==> src/rtl/axi_ar_burst_split.sv <==
// Read-address splitter: cuts INCR bursts at MAX_LEN beats and 4 KB boundaries,
// then merges the R beats back so that upstream sees one RLAST per AR.
module axi_ar_burst_split #(
    parameter int unsigned AW        = 64,
    parameter int unsigned IW        = 12,
    parameter int unsigned DW        = 64,
    parameter int unsigned MAX_LEN   = 16,
    parameter int unsigned TAG_DEPTH = 8
) (
    input  logic          m_axi_aclk,
    input  logic          m_axi_aresetn,
    input  logic          s_arvalid,
    output logic          s_arready,
    input  logic [IW-1:0] s_arid,
    input  logic [AW-1:0] s_araddr,
    input  logic [7:0]    s_arlen,
    input  logic [2:0]    s_arsize,
    input  logic [1:0]    s_arburst,
    input  logic [3:0]    s_arcache,
    input  logic [2:0]    s_arprot,
    output logic          m_arvalid,
    input  logic          m_arready,
    output logic [IW-1:0] m_arid,
    output logic [AW-1:0] m_araddr,
    output logic [7:0]    m_arlen,
    output logic [2:0]    m_arsize,
    output logic [1:0]    m_arburst,
    output logic [3:0]    m_arcache,
    output logic [2:0]    m_arprot,
    input  logic          m_rvalid,
    output logic          m_rready,
    input  logic [IW-1:0] m_rid,
    input  logic [DW-1:0] m_rdata,
    input  logic [1:0]    m_rresp,
    input  logic          m_rlast,
    output logic          s_rvalid,
    input  logic          s_rready,
    output logic [IW-1:0] s_rid,
    output logic [DW-1:0] s_rdata,
    output logic [1:0]    s_rresp,
    output logic          s_rlast
);

    localparam int unsigned PW = $clog2(TAG_DEPTH);
    localparam int unsigned CW = PW + 1;
    localparam logic [1:0]  BURST_INCR = 2'b01;

    typedef enum logic {IDLE, SPLIT} state_t;

    state_t          state_q, state_n;
    logic            s_arready_q, s_arready_n;
    logic            m_arvalid_q, m_arvalid_n;
    logic [IW-1:0]   id_q, id_n;
    logic [AW-1:0]   addr_q, addr_n;
    logic [7:0]      len_q, len_n;
    logic [2:0]      size_q, size_n;
    logic [1:0]      burst_q, burst_n;
    logic [3:0]      cache_q, cache_n;
    logic [2:0]      prot_q, prot_n;
    logic [8:0]      rem_q, rem_n;

    logic            tag_mem [TAG_DEPTH];
    logic [PW-1:0]   wr_ptr_q, rd_ptr_q;
    logic [CW-1:0]   count_q, count_n;

    logic            push, pop, tag_empty;
    logic [8:0]      hs_beats, rem_after;
    logic [AW-1:0]   addr_after;

    // Beats that fit in one sub-burst; only INCR is ever cut.
    function automatic logic [8:0] calc_beats(input logic [11:0] off, input logic [8:0] rem,
                                              input logic [2:0] size, input logic [1:0] burst);
        logic [11:0] lo_mask;
        logic [12:0] b4k;
        logic [12:0] beats;
        lo_mask = ~(12'hFFF << size);
        b4k     = (13'd4096 - {1'b0, off & ~lo_mask}) >> size;
        beats   = {4'd0, rem};
        if (burst == BURST_INCR) begin
            if (13'(MAX_LEN) < beats) beats = 13'(MAX_LEN);
            if (b4k < beats)          beats = b4k;
        end
        return beats[8:0];
    endfunction

    assign tag_empty  = (count_q == '0);
    assign push       = m_arvalid_q & m_arready;
    assign pop        = m_rvalid & s_rready & m_rlast & ~tag_empty;
    assign count_n    = count_q + CW'(push) - CW'(pop);
    assign hs_beats   = 9'(len_q) + 9'd1;
    assign rem_after  = rem_q - hs_beats;
    assign addr_after = (addr_q & ~((AW'(1) << size_q) - AW'(1))) + (AW'(hs_beats) << size_q);

    // Next-state and next-output logic for the AR side.
    always_comb begin
        state_n     = state_q;
        s_arready_n = s_arready_q;
        m_arvalid_n = m_arvalid_q;
        id_n        = id_q;
        addr_n      = addr_q;
        len_n       = len_q;
        size_n      = size_q;
        burst_n     = burst_q;
        cache_n     = cache_q;
        prot_n      = prot_q;
        rem_n       = rem_q;
        case (state_q)
            IDLE: begin
                s_arready_n = 1'b1;
                m_arvalid_n = 1'b0;
                if (s_arvalid && s_arready_q) begin
                    id_n        = s_arid;
                    size_n      = s_arsize;
                    burst_n     = s_arburst;
                    cache_n     = s_arcache;
                    prot_n      = s_arprot;
                    addr_n      = s_araddr;
                    rem_n       = 9'(s_arlen) + 9'd1;
                    len_n       = 8'(calc_beats(s_araddr[11:0], 9'(s_arlen) + 9'd1,
                                                s_arsize, s_arburst) - 9'd1);
                    s_arready_n = 1'b0;
                    m_arvalid_n = (count_n < CW'(TAG_DEPTH));
                    state_n     = SPLIT;
                end
            end
            SPLIT: begin
                s_arready_n = 1'b0;
                m_arvalid_n = (count_n < CW'(TAG_DEPTH));
                if (push) begin
                    rem_n  = rem_after;
                    addr_n = addr_after;
                    if (rem_after == 9'd0) begin
                        state_n     = IDLE;
                        s_arready_n = 1'b1;
                        m_arvalid_n = 1'b0;
                    end else begin
                        len_n = 8'(calc_beats(addr_after[11:0], rem_after, size_q, burst_q) - 9'd1);
                    end
                end
            end
            default: state_n = IDLE;
        endcase
    end

    always_ff @(posedge m_axi_aclk or negedge m_axi_aresetn) begin
        if (!m_axi_aresetn) begin
            state_q     <= IDLE;
            s_arready_q <= 1'b0;
            m_arvalid_q <= 1'b0;
            id_q        <= '0;
            addr_q      <= '0;
            len_q       <= '0;
            size_q      <= '0;
            burst_q     <= '0;
            cache_q     <= '0;
            prot_q      <= '0;
            rem_q       <= '0;
            wr_ptr_q    <= '0;
            rd_ptr_q    <= '0;
            count_q     <= '0;
        end else begin
            state_q     <= state_n;
            s_arready_q <= s_arready_n;
            m_arvalid_q <= m_arvalid_n;
            id_q        <= id_n;
            addr_q      <= addr_n;
            len_q       <= len_n;
            size_q      <= size_n;
            burst_q     <= burst_n;
            cache_q     <= cache_n;
            prot_q      <= prot_n;
            rem_q       <= rem_n;
            count_q     <= count_n;
            if (push) wr_ptr_q <= wr_ptr_q + PW'(1);
            if (pop)  rd_ptr_q <= rd_ptr_q + PW'(1);
        end
    end

    // Tag = this sub-burst carries the upstream burst's final beat.
    always_ff @(posedge m_axi_aclk) begin
        if (push) tag_mem[wr_ptr_q] <= (rem_q == hs_beats);
    end

    always_ff @(posedge m_axi_aclk) begin
        if (m_axi_aresetn && m_rvalid) begin
            a_r_without_tag: assert (!tag_empty);
        end
    end

    assign s_arready = s_arready_q;
    assign m_arvalid = m_arvalid_q;
    assign m_arid    = id_q;
    assign m_araddr  = addr_q;
    assign m_arlen   = len_q;
    assign m_arsize  = size_q;
    assign m_arburst = burst_q;
    assign m_arcache = cache_q;
    assign m_arprot  = prot_q;

    assign s_rvalid  = m_rvalid;
    assign m_rready  = s_rready;
    assign s_rid     = m_rid;
    assign s_rdata   = m_rdata;
    assign s_rresp   = m_rresp;
    assign s_rlast   = m_rlast & tag_mem[rd_ptr_q] & ~tag_empty;

endmodule

==> config.mk <==
export PLATFORM = sky130hd
export DESIGN_NAME = axi_ar_burst_split
export DESIGN_NICKNAME = d
export VERILOG_FILES = /design/src/rtl/axi_ar_burst_split.sv
export SDC_FILE = /design/constraint.sdc
export NUM_CORES = 1
export LEC_CHECK = 0
export BUFFER_PORTS_ARGS = -buffer_cell sky130_fd_sc_hd__buf_4
export CORE_UTILIZATION = 50
export CTS_CLUSTER_SIZE = 14
export DETAILED_ROUTE_END_ITERATION = 7
export PLACE_DENSITY = 0.78
export SLEW_MARGIN = 40
export SYNTH_ARGS = -nofsm -noshare
export SYNTH_HDL_FRONTEND = slang
export SYNTH_SLANG_ARGS = --single-unit
export TNS_END_PERCENT = 10
==> constraint.sdc <==
create_clock -name m_axi_aclk -period 12.2 [get_ports m_axi_aclk]
set_input_delay 1.83 -clock m_axi_aclk [delete_from_list [all_inputs] [get_ports m_axi_aclk]]
set_output_delay 1.83 -clock m_axi_aclk [all_outputs]
set_load 0.005 [all_outputs]
# == After elaboration in Yosys (flattened, before gate mapping) ==
# Memory sizes are Yosys's and may differ from the RTL's.
# Cells that the tools add are included.
# word_totals
ff_bits,118
ram_bits,8
input_bits,181
out_inout_bits,179
word_cells,109
mem_count,1
# classes
n_addsub,13
order_cmp,5
eq_ne,6
shift,6
mux,42
bitwise_logic,16
n_reduce_logical,6
# mem_list
name,depth,word_bits,read_ports,rd_ports_with_merged_regs,write_ports,line,source
tag_mem,8,1,1,0,1,62,logic tag_mem [TAG_DEPTH];
# op_table
cell,count
$mux W64,2
$pmux W64 S2,1
$mux W8,12
$mux W13,7
$add A64 B64 Y64,1
$and A64 B64 Y64,1
$not A64 Y64,1
$shl A1 B3 Y64 const A,1
$shl A9 B3 Y64,1
$sub A64 B1 Y64 const B,1
$not A12 Y12,4
$mux W9,4
$lt A13 B13 Y1,2
$shr A13 B3 Y13,2
$sub A13 B12 Y13 const A,2
$and A12 B12 Y12,2
$shl A12 B3 Y12 const A,2
$add A8 B1 Y9 const B,2
$lt A5 B9 Y1 const A,2
$pmux W9 S2,1
$pmux W8 S2,1
$sub A8 B1 Y8 const B,2
$mux W1,11
$eq A9 B9 Y1,1
other kinds (16),28

# == Longest topological paths before layout ==
# logic_depth
word_depth,18
ltp_mapped,37
depth_no_buf,35

# == Least setup slack after synthesis ==
# OpenSTA, ideal clock, no wires.
# synth_path
kind,flip-flop to flip-flop
startpoint,"register size_q[0], in the netlist m_arsize[0]"
endpoint,"register len_q[7], in the netlist m_arlen[7]"
setup_ps,82
arrival_ps,7135
required_ps,12118
slack_ps,4984
stages_incl_launch_ff,33
n_path_buf,4
synth_period_minus_slack_ps,7216
path_cell_list,dfrtp_1 > buf_6 > clkbuf_1 > buf_1 > mux2i_1 > mux2i_1 > o22ai_1 > ha_1 > buf_6 > and3_4 > a221oi_4 > mux2_4 > a211oi_2 > mux2_4 > mux2_2 > a21oi_1 > o21bai_1 > nand2_1 > nand2_1 > nor2_1 > ha_1 > a21o_1 > a21o_1 > a21oi_1 > nor3b_1 > o2111ai_1 > o21ai_2 > a21boi_4 > o21ai_1 > a311o_1 > or3_1 > or3b_1 > a31oi_1
# synth_via
elab_chain_len,18
elab_cells_between_ends,22
classes_between,add/sub: 4; order compare: 1; shift: 4; mux: 8; bitwise: 5
# synth_lines
item,line,source
from (decl),56,"logic [2:0] size_q, size_n;"
from (signal assigned),168,size_q <= size_n;
$shl A1 B3 Y64,92,assign addr_after = (addr_q & ~((AW'(1) << size_q) - AW'(1))) + (AW'(hs_beats) << size_q);
$sub A64 B1 Y64,92,
$not A64 Y64,92,
$and A64 B64 Y64,92,
$add A64 B64 Y64,92,
$and A12 B12 Y12,77,"b4k = (13'd4096 - {1'b0, off & ~lo_mask}) >> size;"
$sub A13 B12 Y13,77,
$shr A13 B3 Y13 (*),77,
[... 2 more ...],n/a,
$mux W8 (*),79,if (burst == BURST_INCR) begin
$mux W8 (*),132,if (rem_after == 9'd0) begin
$mux W8 (*),129,if (push) begin
$mux W8 (*),107,case (state_q)
$sub A8 B1 Y8 (*),137,"len_n = 8'(calc_beats(addr_after[11:0], rem_after, size_q, burst_q) - 9'd1);"
$mux W8 (*),132,
$mux W8 (*),129,
$pmux W8 S2 (*),107,
to (signal assigned),167,len_q <= len_n;
to (decl),55,"logic [7:0] len_q, len_n;"
# Every way passes the cells marked *; elsewhere a longest branch is shown, timed or not. The select of a mux whose other input is x is not followed.
# A chain may end at the register's enable or synchronous reset.

# == Worst setup path in the final report ==
# Same ends and word-level chain as after synthesis.

==> metrics.txt <==
hpwl dp approximately 27000 um; FILL cells approximately 2.2k; GRT Util Overall between 20% and 30%; Vias/cell about 6.1; antenna cell count 0; Port-buffer cells roughly 200; CTS-repair resized insts 0; reg2reg end m_arlen[7]; DIE HEIGHT roughly 160 um; EDFF count, synth 8; H-tree Lvls 4; DRC violation count after routing 0; Vias roughly 12k; maximum capacitance violations 0; worst skew pair latency between 0.4 and 0.5 ns; post-CTS repair timing setup buffer count 0; Final setup viols 0; async set or reset register ratio after synthesis between 90% and 100%; worst r2r src m_arsize[0]; Final TNS setup 0 ns; status complete, no violations; post-synthesis cell area around 12000 um^2; skew final approximately 0.019 ns; Required @ worst endpoint roughly 13 ns; vias in the first global route 11.1k; Clock Tree Buf Depth 2; power density cells 324 nW/um^2; Worst-path clk slew around 0.06 ns; crit path capture m_arlen[7]; Rows 56; fin crit period between 7 and 8 ns; VDD IR max about 0.00018 V; Critical Path Source Type flop; CP dominant cell by count a21o_1; CTS Sinks 126; layout cells sized above 1 about a fifth; Ys Warns 0; Max FO, Critical Path 26; P_leak 6.20 nW; CTS Buf Count 17; Root Driver clkbuf_16; period utilization 64.9%; placer congestion estimate a little over 0.9; I/O pin count 360; initial antenna violation count 0; initial drt markers ~950; Setup WS post-layout about 4.3 ns; crit path kind flop to flop; first-pass GRT wire length 58400 um; antenna-violating nets left 0; maximum clock rate 0.126 GHz; hold path start m_arid[0]; Worst Setup SP m_arsize[0]; dpl ws around 4.4 ns; Synth cell types between 100 and 150; mean post-synth cell area between 7 and 8 um^2; R2R setup slack approximately 4.3 ns; First-pass DRT Iterations 7; Routed WL 36700 um; CTS Hold Bufs 0; area added between synthesis and finish 13.7%; Starting Density approximately half; final net count approximately 1.8k; RSZ-0062 raised after global routing no; slew margin rel. a little over two fifths; Crit. End Element flop; R2R cell count 30; Synth Register Bits 126; area of the multi-input gates 7800 um^2; Worst-Margin Slew ~0.84 ns; register area between 3000 and 4000 um^2; crit path DAT 8.27 ns; largest net degree at the start of global routing between 80 and 90; cell count after synthesis between 1.5k and 2k; CP max-delay cell clkinv_1; total gr overflow 0; Seq/Total Area, Yosys approximately a quarter; TritonCTS clock tree done; top_reg_cell synth dfrtp_1; Hold/Removal Path Class flop to flop; Max Slew Vio Count 0; Die X approximately 160 um; final hold vios 0; CP max stage delay 0.60 ns; Routed WL per cell about 19 um; core area approximately 24000 um^2; die area 24900 um^2
==> report_power, final <==
part,leakage [nW],total (mW),switching (mW),internal [mW]
sequential,1.59,0.689,0.136,0.553
combinational,4.31,3.24,1.90,1.34
clock,0.296,0.538,0.220,0.318
==> critical path: cells and delay by family (launching register included) <==
| kind | cells | cell delay, ns |
|---|---|---|
| multiplexers | 3 | 0.98 |
| AND/OR/NAND/NOR | 7 | 1.32 |
| adder cells (fa/ha/maj) | 2 | 0.68 |
| buffers and inverters | 1 | 0.60 |
| AO/OA/AOI/OAI | 17 | 3.89 |
| flip-flops | 1 | 0.36 |
==> state kept, by name, indices dropped and copies added (netlist names) <==
| register | count |
|---|---|
| m_araddr | 64 |
| m_arid | 12 |
| rem_q | 9 |
| m_arlen | 8 |
| tag_mem | 8 |
| count_q | 4 |
| m_arcache | 4 |
| m_arprot | 3 |
| m_arsize | 3 |
| rd_ptr_q | 3 |
| wr_ptr_q | 3 |
| m_arburst | 2 |
| m_arvalid | 1 |
| s_arready | 1 |
| state_q | 1 |
==> Yosys cell counts, types with 10 or more instances <==
cell type / n / area, um^2
mux2i_1: 62 / 621
nand3_1: 45 / 225
mux2_2: 12 / 135
nor2b_1: 17 / 106
a21oi_1: 81 / 405
ha_1: 53 / 663
xnor2_1: 29 / 254
a21o_1: 22 / 165
xor2_1: 19 / 166
dfrtp_1: 118 / 2950
clkbuf_1: 61 / 229
o22ai_1: 17 / 106
o21ai_0: 70 / 350
nand4_1: 19 / 119
buf_4: 80 / 601
nand2_1: 303 / 1140
buf_1: 10 / 37.5
a211oi_1: 11 / 82.6
and2_1: 20 / 125
o211ai_1: 14 / 105
nor3_1: 23 / 115
inv_1: 39 / 146
and3_1: 20 / 125
nor2_1: 98 / 368
a32oi_1: 35 / 307
a31oi_1: 21 / 131
nand2b_1: 15 / 93.8
==> per-stage QoR <==
step                instances  hold slack [ns]  cell area (um^2)  util (%)  total power [mW]
global placement         1907            0.460             13200      55.7              3.82
finish                   1939            0.478             13800      58.4              4.47
CTS                      1939            0.482             13800      58.4              4.42
global route             1939            0.498             13800      58.4              4.84
floorplan                1540            0.466             12100         -              3.13
detailed placement       1907            0.465             13200      55.8              3.86
==> worst min path at each step <==
stage / to / slack, ns / depth (start not counted)
2_1_floorplan: rd_ptr_q[2] / 0.47 / 1
3_3_place_gp: m_arcache[3] / 0.46 / 2
3_5_place_dp: m_arid[9] / 0.46 / 2
4_1_cts: m_arid[9] / 0.48 / 2
5_1_grt: m_arcache[1] / 0.50 / 2
6_report: m_arid[0] / 0.48 / 2
==> per-layer routing <==
layer	global-route usage, %	vias to the layer above	share of wire, %	wire, um
li1	-	5592	-	-
met1	40.7	5689	44	16300
met4	12.3	0	3.4	1240
met3	6.16	93	7.5	2760
met2	45.5	513	45	16400
met5	0	-	0	0
==> area by class of cell <==
class	count	share of cell area, %
clock buffer	19	3.29
clock inverter	13	1.12
inverter	44	1.20
multi-input combinational	1204	56.6
sequential	126	23.2
tap	319	2.90
timing repair buffer	214	11.7
==> cell families after synthesis <==
| kind of cell | synth area share (%) |
|---|---|
| flops | 26.3 |
| compound gates | 22.8 |
| xor+xnor | 3.47 |
| buf+inv | 9.64 |
| simple gates | 24.4 |
| mux | 7.35 |
| fa+ha+maj | 5.97 |
| other cells | 0.0309 |
==> layout by cell type, fill, tap and decap left out, types with 12 or more instances in the layout <==
cell type / n
nand2_1: 301
nor2_1: 97
inv_1: 38
nor2b_1: 17
mux2_2: 12
o21ai_0: 70
nand4_1: 19
and3_1: 20
mux2i_1: 62
xor2_1: 19
a32oi_1: 35
a31oi_1: 21
nand3_1: 45
xnor2_1: 29
nand2b_1: 15
clkbuf_16: 18
a21o_1: 22
o211ai_1: 14
o22ai_1: 17
buf_4: 212
and2_1: 19
dfrtp_1: 117
ha_1: 53
a21oi_1: 80
nor3_1: 22
(Power assumes the default switching activity.)
